--- src/rtl/uart_tx_port.sv ---
// Memory-mapped UART transmitter: CPU pushes bytes into a TX FIFO, serialised 8N1 LSB-first on tx.
// Optional build macro UART_TX_PARITY_EN adds an even-parity bit (8E1).
module uart_tx_port #(
    parameter int CLK_HZ     = 23_000_000,
    parameter int BAUD       = 115_200,
    parameter int FIFO_DEPTH = 16
) (
    input  logic                          clk,
    input  logic                          rst,
    input  logic                          wr_en,
    input  logic [7:0]                    wr_data,
    input  logic                          clr_ovf,
    output logic                          tx,
    output logic                          busy,
    output logic                          fifo_empty,
    output logic                          fifo_full,
    output logic [$clog2(FIFO_DEPTH):0]   fifo_count,
    output logic                          overflow
);

    localparam int DIV    = CLK_HZ / BAUD;
    localparam int BAUD_W = $clog2(DIV);
    localparam int PTR_W  = $clog2(FIFO_DEPTH);

    localparam logic [BAUD_W-1:0] BAUD_LAST = BAUD_W'(DIV - 1);
    localparam logic [PTR_W:0]    DEPTH_CNT = (PTR_W + 1)'(FIFO_DEPTH);

    typedef enum logic [2:0] {
        IDLE,
        START,
        DATA,
`ifdef UART_TX_PARITY_EN
        PARITY,
`endif
        STOP
    } state_t;

    state_t             state;
    logic [7:0]         mem [FIFO_DEPTH];
    logic [PTR_W-1:0]   rd_ptr;
    logic [PTR_W-1:0]   wr_ptr;
    logic [BAUD_W-1:0]  baud_cnt;
    logic [2:0]         bit_idx;
    logic [7:0]         shreg;
`ifdef UART_TX_PARITY_EN
    logic               parity;
`endif
    logic               push_ok;
    logic               pop;

    // Fullness is judged on the current count, so a same-cycle pop never rescues a push.
    assign push_ok    = wr_en && (fifo_count != DEPTH_CNT);
    assign pop        = (state == IDLE) && (fifo_count != '0);
    assign fifo_empty = (fifo_count == '0);
    assign fifo_full  = (fifo_count == DEPTH_CNT);

    always_ff @(posedge clk) begin
        if (push_ok) begin
            mem[wr_ptr] <= wr_data;
        end
    end

    always_ff @(posedge clk) begin
        if (!rst) begin
            rd_ptr     <= '0;
            wr_ptr     <= '0;
            fifo_count <= '0;
            overflow   <= 1'b0;
        end else begin
            if (push_ok) begin
                wr_ptr <= wr_ptr + 1'b1;
            end
            if (pop) begin
                rd_ptr <= rd_ptr + 1'b1;
            end
            case ({push_ok, pop})
                2'b10:   fifo_count <= fifo_count + 1'b1;
                2'b01:   fifo_count <= fifo_count - 1'b1;
                default: fifo_count <= fifo_count;
            endcase
            // A dropped push wins over a same-cycle clear.
            if (wr_en && !push_ok) begin
                overflow <= 1'b1;
            end else if (clr_ovf) begin
                overflow <= 1'b0;
            end
        end
    end

    always_ff @(posedge clk) begin
        if (!rst) begin
            state    <= IDLE;
            tx       <= 1'b1;
            busy     <= 1'b0;
            baud_cnt <= '0;
            bit_idx  <= '0;
            shreg    <= '0;
`ifdef UART_TX_PARITY_EN
            parity   <= 1'b0;
`endif
        end else begin
            case (state)
                IDLE: begin
                    if (pop) begin
                        shreg    <= mem[rd_ptr];
`ifdef UART_TX_PARITY_EN
                        parity   <= ^mem[rd_ptr];
`endif
                        baud_cnt <= '0;
                        bit_idx  <= '0;
                        tx       <= 1'b0;
                        busy     <= 1'b1;
                        state    <= START;
                    end
                end
                START: begin
                    if (baud_cnt == BAUD_LAST) begin
                        baud_cnt <= '0;
                        bit_idx  <= '0;
                        tx       <= shreg[0];
                        state    <= DATA;
                    end else begin
                        baud_cnt <= baud_cnt + 1'b1;
                    end
                end
                DATA: begin
                    if (baud_cnt == BAUD_LAST) begin
                        baud_cnt <= '0;
                        if (bit_idx == 3'd7) begin
`ifdef UART_TX_PARITY_EN
                            tx    <= parity;
                            state <= PARITY;
`else
                            tx    <= 1'b1;
                            state <= STOP;
`endif
                        end else begin
                            shreg   <= shreg >> 1;
                            tx      <= shreg[1];
                            bit_idx <= bit_idx + 1'b1;
                        end
                    end else begin
                        baud_cnt <= baud_cnt + 1'b1;
                    end
                end
`ifdef UART_TX_PARITY_EN
                PARITY: begin
                    if (baud_cnt == BAUD_LAST) begin
                        baud_cnt <= '0;
                        tx       <= 1'b1;
                        state    <= STOP;
                    end else begin
                        baud_cnt <= baud_cnt + 1'b1;
                    end
                end
`endif
                STOP: begin
                    if (baud_cnt == BAUD_LAST) begin
                        baud_cnt <= '0;
                        tx       <= 1'b1;
                        busy     <= 1'b0;
                        state    <= IDLE;
                    end else begin
                        baud_cnt <= baud_cnt + 1'b1;
                    end
                end
                default: begin
                    tx    <= 1'b1;
                    busy  <= 1'b0;
                    state <= IDLE;
                end
            endcase
        end
    end

endmodule
--- config.mk ---
export PLATFORM = sky130hd
export DESIGN_NAME = uart_tx_port
export DESIGN_NICKNAME = d
export VERILOG_FILES = /design/src/rtl/uart_tx_port.sv
export SDC_FILE = /design/constraint.sdc
export NUM_CORES = 1
export LEC_CHECK = 0
export BUFFER_PORTS_ARGS = -buffer_cell sky130_fd_sc_hd__clkbuf_2
export CORE_MARGIN = 4
export CORE_UTILIZATION = 35
export CTS_CLUSTER_SIZE = 14
export DETAILED_ROUTE_END_ITERATION = 8
export PLACE_DENSITY = 0.49
export SLEW_MARGIN = 20
export SYNTH_ARGS = -nofsm -noshare
export SYNTH_HDL_FRONTEND = slang
export SYNTH_SLANG_ARGS = --single-unit
--- constraint.sdc ---
create_clock -name clk -period 2.64 [get_ports clk]
set_clock_uncertainty 0.05 [all_clocks]
set_input_delay 0.264 -clock clk [delete_from_list [all_inputs] [get_ports clk]]
set_output_delay 0.264 -clock clk [all_outputs]
set_load 0.01 [all_outputs]
==> results of run 1 <==
==> sequential cells by signal (all words and copies together), names as in the netlist, named ones only <==
name	cells
baud_cnt	8
state	2
mem	128
rd_ptr	4
fifo_count	5
tx	1
busy	1
shreg	8
overflow	1
bit_idx	3
wr_ptr	4
==> per-layer routing <==
metal | global-route usage (%) | part of all wire (%)
met5 | 0 | 0
met4 | 3.568 | 0.92
met3 | 3.362 | 2.4
met2 | 22.57 | 50
met1 | 17.72 | 46
==> Yosys cell counts (4+ instances only) <==
cell / count
edfxtp_1: 128
nor2_1: 44
dfxtp_1: 41
a21oi_1: 32
mux4_2: 25
ha_1: 18
nand2_1: 15
o21ai_0: 15
a22oi_1: 14
xor2_1: 13
inv_1: 12
clkbuf_1: 10
buf_2: 8
mux2i_1: 7
mux4_1: 7
nand2b_1: 6
nand4_1: 6
nor3_1: 5
a31oi_1: 4
nand3_1: 4
nor2b_1: 4
==> cells in the final DEF, fill, tap and decap left out, drive strengths merged, types with 5 or more instances in the layout <==
cell,synthesis,routed
nand4,6,6
nor2,44,44
nor3,6,6
nand2b,6,6
o21ai,15,15
a22oi,14,14
nand2,15,15
buf,13,33
edfxtp,128,128
mux4,32,32
a31oi,5,5
inv,12,19
clkbuf,10,39
mux2i,7,7
dfxtp,41,41
a21oi,32,32
ha,18,18
xor2,13,13
==> worst paths after layout <==
kind | startpoint | to | slack (ns) | cells after the start
worst max-delay path | state[0] | fifo_count[4] | 0.24 | 12
worst min register to register | shreg[0] | shreg[0] | 0.44 | 2
worst max register to register | state[0] | fifo_count[4] | 0.24 | 12
worst min-delay path | wr_en | overflow | 0.05 | 3
==> power groups by stage <==
stage                     registers [mW]  logic (mW)  clock network [mW]
after global routing                3.21        2.24                2.69
final                               3.19        2.01                2.49
after detailed placement            3.25        2.03                   0
after CTS                           3.19        2.04                2.56
after global placement              3.24        2.02                   0
after floorplan                     3.21        1.49                   0
==> area by class of cell <==
class                           count  area (µm²)
Fill cell                        1852       11400
Sequential cell                   169        4666
Multi-Input combinational cell    259        2258
Clock buffer                       18       429.2
Timing Repair Buffer               54       365.4
Tap cell                          265       331.6
Clock inverter                     14       160.2
Inverter                           12       45.04
==> worst max-delay path, cell delays in order (launching register included) <==
cell	delay (ns)
dfxtp_1	0.38
inv_1	0.10
ha_1	0.21
inv_1	0.14
a21oi_4	0.04
ha_1	0.22
xor2_1	0.15
ha_1	0.21
o21a_1	0.17
o21ai_0	0.15
nand2b_1	0.09
a211oi_2	0.23
mux2i_1	0.19
==> logic make-up (layout without fill, tap and decap cells) <==
| family | count (synthesis) | count (layout) | share of synthesized area (%) |
|---|---|---|---|
| fa+ha+maj | 18 | 18 | 3.191 |
| xor+xnor | 16 | 16 | 1.986 |
| simple gates | 103 | 103 | 7.215 |
| compound gates | 81 | 81 | 7.179 |
| mux | 41 | 41 | 11.90 |
| flops | 169 | 169 | 66.09 |
| buf+inv | 35 | 98 | 2.446 |
==> reports/qor.yml, run 1 <==
power_and_ir_drop:
  p_seq_share_pct: 41.4
  worst_ir_drop_vdd_v: 0.0004361
  combPwrFrac_pct: 26.1
  p_total_mw: 7.689
  p_per_area_mw_per_mm2: 931.4
  p_switching_mw: 2.316
  p_leak_nw: 2.843
  clockPowerShare_pct: 32.4
  p_sw_share_pct: 30.12
  power.internal_mw: 5.373
clock_tree:
  clock_sink_count: 169
  post_cts_resized: 0
  cts_buffers: 17
  clock_tree.root_cell: "clkbuf_16"
  cts_hold_buf: 0
  cts_buffer_depth: 2
  h-tree-depth: 4
  insertion_delay_ns: 0.43
  clk_pin_slew_ns: 0.07
  cts_tree: "built"
  postCtsSetupBuffers: 0
synth:
  synth_top_area_share_pct: 54.46
  synthFlopType: "edfxtp_1"
  synth-seq-cells: 169
  synth_nets: 493
  ys_types: 50
  avgSynthCellArea_um2: 15.24
  seq_area_frac_synth_pct: 66.09
  yosysWarnings: 0
  syn-cell-area_mm2: 0.007058
  syn_inst: 463
  synthTopCellsByArea: "edfxtp_1 54%, dfxtp_1 12%, mux4_2 8.0%"
  synth_edf_count: 128
  synthArstFlopShare_pct: 0
  synth_top_area_cell: "edfxtp_1"
floorplan:
  start_util_pct: 35.91
  chipHeight_um: 150.0
  io-pin-count: 22
  core_mm2: 0.01965
  rows: 51
  dieWidth_um: 150.0
  fp.dieArea_mm2: 0.02250
setup_path:
  start_kind: "flip-flop"
  arrival_ns: 2.70
  crit_type: "reg -> reg"
  crit_fanout: 4
  crit_required_ns: 2.95
  critPathCaptureType: "flip-flop"
placed_design:
  gp_congestion: 0.7641
  pre_cts_slack_ns: 0.2408
  hpwl_um: 9947
  place_inst: 759
  port_buffers: 21
  place_area_mm2: 0.007666
layout:
  design_area_mm2: 0.008255
  drive_above_1_share_pct: 23.00
  diodes: 0
  instances_no_fill: 791
  nNetsFinal: 543
  syn_to_final_growth_pct: 16.97
  final_core_util_pct: 42.00
sta:
  grt_setup_unrepaired: "false"
  hold_viol: 0
  slew_headroom_pct: 67.98
  setup_ws_ns: 0.2430
  min_period_ns: 2.397
  report.final.slew_viol_count: 0
  finalSetupViolCount: 0
  worst_pin_slew_ns: 0.4753
  setup_tns_ns: 0
  fmax_mhz: 417.2
  timing.hold.ws_ns: 0.04747
  fin_crit_sh_pct: 90.80
route:
  drt_iter0_markers: 186
  avgRoutedWirePerCell_um: 17.87
  wirelength_um: 14140
  ant_nets: 0
  via_per_inst: 4.972
  first_pass_iters: 4
  drcViolationCount: 0
  vias: 3933
global_routing:
  grt_max_degree: 30
  grt_pass1_vias: 4111
  grt_pass1_wl_um: 22900
  grt.total_usage_pct: 13.53
  grt_remaining_overflow: 0
  antenna_found_initial: 0
run:
  cap_violations: 0
min_path:
  hp-class: "in -> reg"
run_status:
  outcome: "finished clean"
Note: power is estimated with default switching activity, not from simulation.
==> run 2, diff against run 1 <==
--- a/config.mk
+++ b/config.mk
@@ -10,7 +10,6 @@
 export CORE_UTILIZATION = 35
 export CTS_CLUSTER_SIZE = 14
 export DETAILED_ROUTE_END_ITERATION = 8
-export PLACE_DENSITY = 0.49
 export SLEW_MARGIN = 20
 export SYNTH_ARGS = -nofsm -noshare
 export SYNTH_HDL_FRONTEND = slang
==> constraint.sdc (replaced) <==
create_clock -name clk -period 2.32 [get_ports clk]
set_clock_uncertainty 0.05 [all_clocks]
set_input_delay 0.232 -clock clk [delete_from_list [all_inputs] [get_ports clk]]
set_output_delay 0.232 -clock clk [all_outputs]
set_load 0.01 [all_outputs]
==> reports/qor.yml, run 2 (synthesis results as in run 1) <==
route:
  drt_iter0_markers: 319  # +72%
  drcViolationCount: 0  # unchanged
  wirelength_um: 14210  # +0.53%
  vias: 4053  # +3.1%
  via_per_inst: 5.130  # +3.2%
  first_pass_iters: 5  # +1
  avgRoutedWirePerCell_um: 17.99  # +0.66%
  ant_nets: 0  # unchanged
clock_tree:
  h-tree-depth: 4  # unchanged
  insertion_delay_ns: 0.42  # about the same
  clk_pin_slew_ns: 0.06  # about the same
  cts_buffers: 17  # unchanged
  clock_tree.root_cell: "clkbuf_16"
  cts_tree: "built"
  cts_buffer_depth: 2  # unchanged
  cts_hold_buf: 0  # unchanged
  clock_sink_count: 169  # unchanged
placed_design:
  gp_congestion: 0.8015  # +4.9%
  pre_cts_slack_ns: -0.01928  # -0.2601 ns
  place_inst: 756  # -0.40%
  port_buffers: 21  # unchanged
  hpwl_um: 9434  # -5.2%
  place_area_mm2: 0.007686  # +0.26%
layout:
  instances_no_fill: 790  # -0.13%
  regMostFlops: "mem"
  final_common_cell: "edfxtp_1"
  syn_to_final_growth_pct: 17.96
  top_regs: "mem: 128 flops, baud_cnt: 8 flops, shreg: 8 flops"
  fillers: 1830  # -1.2%
  design_area_mm2: 0.008325  # +0.85%
  largest_reg_flops: 128  # unchanged
  diodes: 0  # unchanged
  nNetsFinal: 542  # -0.18%
  final_cell_mix: "128 x edfxtp_1, 44 x nor2_1, 35 x dfxtp_1"
  drive_above_1_share_pct: 25.14  # +2.1 points
  final_core_util_pct: 42.36  # +0.36 points
global_routing:
  grt.total_usage_pct: 13.32  # -0.21 points
  grt_max_degree: 30  # unchanged
  grt_pass1_wl_um: 22580  # -1.4%
  grt_remaining_overflow: 0  # unchanged
  antenna_found_initial: 0  # unchanged
  grt_pass1_vias: 4114  # +0.073%
min_path:
  timing.hold.worst_endpoint: "overflow"
  worstHoldStart: "wr_en"
  whs_path_depth: 3  # unchanged
  hp-class: "in -> reg"
power_and_ir_drop:
  p_total_mw: 8.897  # +16%
  p_sw_share_pct: 29.47  # -0.65 points
  p_switching_mw: 2.622  # +13%
  combPwrFrac_pct: 26.6  # +0.5 points
  p_per_area_mw_per_mm2: 1069  # +15%
  power.internal_mw: 6.275  # +17%
  clockPowerShare_pct: 32.7  # +0.3 points
  p_seq_share_pct: 40.7  # -0.7 points
  p_leak_nw: 2.854  # +0.38%
  worst_ir_drop_vdd_v: 0.0006089  # +40%
floorplan:
  io-pin-count: 22  # unchanged
  rows: 51  # unchanged
  core_mm2: 0.01965  # unchanged
  start_util_pct: 35.91  # unchanged
  dieWidth_um: 150.0  # unchanged
  chipHeight_um: 150.0  # unchanged
  fp.dieArea_mm2: 0.02250  # unchanged
run_status:
  outcome: "finished clean"
setup_path:
  critPathCaptureType: "flip-flop"
  r2r-end: "fifo_count[4]"
  crit_type: "reg -> reg"
  r2r_cells: 11  # -1
  crit_fanout: 8  # +4
  start_kind: "flip-flop"
  r2r_slack_ns: 0.07  # -0.17 ns
  crit_required_ns: 2.62  # -0.33 ns
  arrival_ns: 2.55  # -0.15 ns
  worstReg2RegStart: "fifo_count[1]"
sta:
  grt_setup_unrepaired: "true"
  timing.hold.ws_ns: 0.02518  # -0.02229 ns
  hold_viol: 0  # unchanged
  finalSetupViolCount: 0  # unchanged
  setup_ws_ns: 0.07085  # -0.1721 ns
  min_period_ns: 2.249  # -0.1479 ns
  setup_tns_ns: 0  # unchanged
  report.final.slew_viol_count: 0  # unchanged
  worst_pin_slew_ns: 0.8686  # +0.3933 ns
  slew_headroom_pct: 41.88  # -26 points
  fin_crit_sh_pct: 96.95  # +6.2 points
  fmax_mhz: 444.6  # +6.6%
run:
  cap_violations: 0  # unchanged
==> run 2: metal layers <==
layer,routed length [µm],global-route usage [%],share of wire [%],up-vias
li1,-,-,-,1892
met1,6408,17.43,45,2045
met2,6949,22.14,49,106
met3,749,3.725,5.3,10
met4,104,3.019,0.73,0
met5,0,0,0,-
==> run 2: area by class of cell <==
type | count | area, µm² | area share, %
flip-flops and latches | 169 | 4672 | 56.12
multi-input cells | 259 | 2283 | 27.43
clock buffers | 17 | 425.4 | 5.110
repair buffers | 53 | 382.9 | 4.599
well taps | 265 | 331.6 | 3.983
clock inverters | 15 | 185.2 | 2.224
inverters | 12 | 45.04 | 0.5410
==> run 2: worst max-delay path by stage <==
stage	startpoint	endpoint	slack, ns
2_1_floorplan	fifo_count[2]	fifo_count[4]	-0.15
3_5_place_dp	state[0]	fifo_count[4]	-0.02
3_3_place_gp	state[0]	fifo_count[4]	0.08
6_report	fifo_count[1]	fifo_count[4]	0.07
4_1_cts	state[0]	fifo_count[4]	0.02
5_1_grt	fifo_count[1]	fifo_count[4]	-0.10
==> run 2: what timing repair did <==
item	4_1_cts	5_1_grt
setup endpoints to repair	1	3
buffers inserted	0	2
gates resized for setup	2	5
pin swaps	0	4
==> run 2: critical path: stages, from the launching register on <==
cell,delay (ns)
dfxtp_2,0.33
nor3_4,0.31
a31oi_4,0.14
inv_2,0.10
ha_4,0.19
xor2_1,0.09
ha_2,0.19
o21a_1,0.17
o21ai_2,0.10
nand2b_1,0.07
a211oi_2,0.25
mux2i_1,0.19
==> run 2: power groups by stage <==
stage | combinational, mW | clock (mW) | sequential (mW)
6_report | 2.37 | 2.91 | 3.62
5_1_grt | 2.61 | 3.13 | 3.64
4_1_cts | 2.36 | 2.97 | 3.62
3_5_place_dp | 2.35 | 0 | 3.68
3_3_place_gp | 2.31 | 0 | 3.67
2_1_floorplan | 1.72 | 0 | 3.65
==> run 3, diff against run 2 <==
--- a/config.mk
+++ b/config.mk
@@ -8,6 +8,7 @@
 export BUFFER_PORTS_ARGS = -buffer_cell sky130_fd_sc_hd__clkbuf_2
 export CORE_MARGIN = 4
 export CORE_UTILIZATION = 35
+export CTS_BUF_LIST = sky130_fd_sc_hd__clkbuf_4
 export CTS_CLUSTER_SIZE = 14
 export DETAILED_ROUTE_END_ITERATION = 8
 export SLEW_MARGIN = 20
==> reports/qor.yml, run 3 (synthesis results as in run 1) <==
floorplan:
  core_mm2: 0.01965  # unchanged
  rows: 51  # unchanged
  fp.dieArea_mm2: 0.02250  # unchanged
  start_util_pct: 35.91  # unchanged
  dieWidth_um: 150.0  # unchanged
  chipHeight_um: 150.0  # unchanged
  io-pin-count: 22  # unchanged
setup_path:
  critPathCaptureType: "flip-flop"
  r2r_cells: 12  # +1
  crit_type: "reg -> reg"
  crit_fanout: 8  # unchanged
  crit_buf_inv: 2  # +1
  arrival_ns: 2.71  # +0.16 ns
  worstReg2RegStart: "state[1]"
  max_stage_delay_ns: 0.38  # +0.05 ns
  crit_start: "state[1]"
  crit_required_ns: 2.77  # +0.15 ns
  critical_path_depth: 12  # +1
  cp_top_family: "compound AO/OA/AOI/OAI gates"
  crit_chain: "inv_1, ha_2, inv_2, a21oi_4, ha_4, xor2_1, ha_2, o21a_1, o21ai_2, nand2b_1, a211oi_2, mux2i_1"
  critPathMostFrequentCell: "ha_2"
  cp_slowest_cell: "dfxtp_4"
  start_kind: "flip-flop"
route:
  drcViolationCount: 0  # unchanged
  first_pass_iters: 5  # unchanged
  vias: 4072  # +0.47%
  wirelength_um: 14250  # +0.25%
  ant_nets: 0  # unchanged
  drt_iter0_markers: 305  # -4.4%
  via_per_inst: 5.116  # -0.29%
  avgRoutedWirePerCell_um: 17.90  # -0.50%
layout:
  syn_to_final_growth_pct: 14.59
  top_regs: "mem: 128 flops, baud_cnt: 8 flops, shreg: 8 flops"
  nNetsFinal: 548  # +1.1%
  final_common_cell: "edfxtp_1"
  largest_reg_flops: 128  # unchanged
  final_cell_mix: "128 x edfxtp_1, 44 x nor2_1, 35 x dfxtp_1"
  regMostFlops: "mem"
  drive_above_1_share_pct: 25.05  # -0.096 points
  fillers: 1866  # +2.0%
  diodes: 0  # unchanged
  final_core_util_pct: 41.15  # -1.2 points
sta:
  grt_setup_unrepaired: "true"
  report.final.slew_viol_count: 0  # unchanged
  fin_crit_sh_pct: 97.58  # +0.63 points
  slew_headroom_pct: 40.26  # -1.6 points
  finalSetupViolCount: 0  # unchanged
  fmax_mhz: 441.7  # -0.65%
  hold_viol: 0  # unchanged
  min_period_ns: 2.264  # +0.01471 ns
  worst_pin_slew_ns: 0.8928  # +0.02413 ns
placed_design:
  port_buffers: 21  # unchanged
  gp_congestion: 0.8015  # unchanged
  hpwl_um: 9434  # unchanged
power_and_ir_drop:
  p_switching_mw: 2.506  # -4.4%
  p_leak_nw: 2.746  # -3.8%
  p_per_area_mw_per_mm2: 970.4  # -9.2%
  p_sw_share_pct: 31.94  # +2.5 points
  power.internal_mw: 5.341  # -15%
  combPwrFrac_pct: 30.4  # +3.8 points
  clockPowerShare_pct: 23.5  # -9.2 points
  worst_ir_drop_vdd_v: 0.0004538  # -25%
  p_total_mw: 7.848  # -12%
  p_seq_share_pct: 46.0  # +5.3 points
min_path:
  whs_path_depth: 1  # -2
  hp-class: "in -> reg"
  worstHoldStart: "wr_data[1]"
global_routing:
  grt_max_degree: 30  # unchanged
  grt_pass1_wl_um: 22700  # +0.55%
  grt_pass1_vias: 4167  # +1.3%
  antenna_found_initial: 0  # unchanged
  grt.total_usage_pct: 13.48  # +0.17 points
  grt_remaining_overflow: 0  # unchanged
clock_tree:
  clock_tree.root_cell: "clkbuf_4"
  insertion_delay_ns: 0.56  # +0.14 ns
  h-tree-depth: 4  # unchanged
  clk_pin_slew_ns: 0.15  # +0.09 ns
  cts_buffers: 17  # unchanged
  cts_tree: "built"
  cts_buffer_depth: 2  # unchanged
  clock_sink_count: 169  # unchanged
run:
  cap_violations: 0  # unchanged
run_status:
  outcome: "finished clean"
run 3: final cells by class:
| cell class | instances | area (µm²) | share of cell area [%] |
|---|---|---|---|
| Multi-Input combinational cell | 259 | 2283 | 28.23 |
| Clock inverter | 15 | 185.2 | 2.290 |
| Clock buffer | 17 | 127.6 | 1.578 |
| Sequential cell | 169 | 4674 | 57.80 |
| Inverter | 12 | 45.04 | 0.5569 |
| Tap cell | 265 | 331.6 | 4.100 |
| Timing Repair Buffer | 59 | 440.4 | 5.446 |
run 3: timing repair:
action	4_1_cts	5_1_grt
hold buffers	5	0
buffers inserted	0	3
resized for setup	2	6
endpoints found under the setup margin	1	3
hold endpoints to repair	19	0
pin swaps	0	4
run 3: metrics by stage:
stage / cell area, µm² / setup TNS [ns] / worst slack [ns] / hold WS [ns] / std cells
after global routing: 8088 / -0.2931 / -0.1300 / 0.003197 / 796
after floorplan: 7136 / -0.4243 / -0.1508 / 0.2809 / 463
after detailed placement: 7686 / -0.01928 / -0.01928 / 0.4100 / 756
final: 8088 / 0 / 0.05614 / 0.06623 / 796
after CTS: 8051 / 0 / 0.002870 / 0.006828 / 793
after global placement: 7686 / 0 / 0.07893 / 0.4018 / 756
run 3: worst paths after layout:
| path | endpoint | slack (ns) |
|---|---|---|
| worst max-delay path | fifo_count[4] | 0.06 |
| worst min-delay path | mem[13][1] | 0.07 |
| worst max register to register | fifo_count[4] | 0.06 |
| worst min register to register | state[0] | 0.44 |
run 3: power groups by stage:
stage | Clock (mW) | Sequential (mW) | Combinational, mW
detailed placement | 0 | 3.68 | 2.35
CTS | 1.90 | 3.61 | 2.37
global placement | 0 | 3.67 | 2.31
global route | 2.05 | 3.64 | 2.63
finish | 1.85 | 3.61 | 2.39
floorplan | 0 | 3.65 | 1.72
run 3: routing by layer:
metal | wire length [µm] | vias to the layer above | track usage (%)
li1 | - | 1902 | -
met1 | 6528 | 2069 | 17.48
met2 | 6988 | 89 | 22.19
met3 | 599 | 12 | 3.816
met4 | 131 | 0 | 3.843
met5 | 0 | - | 0
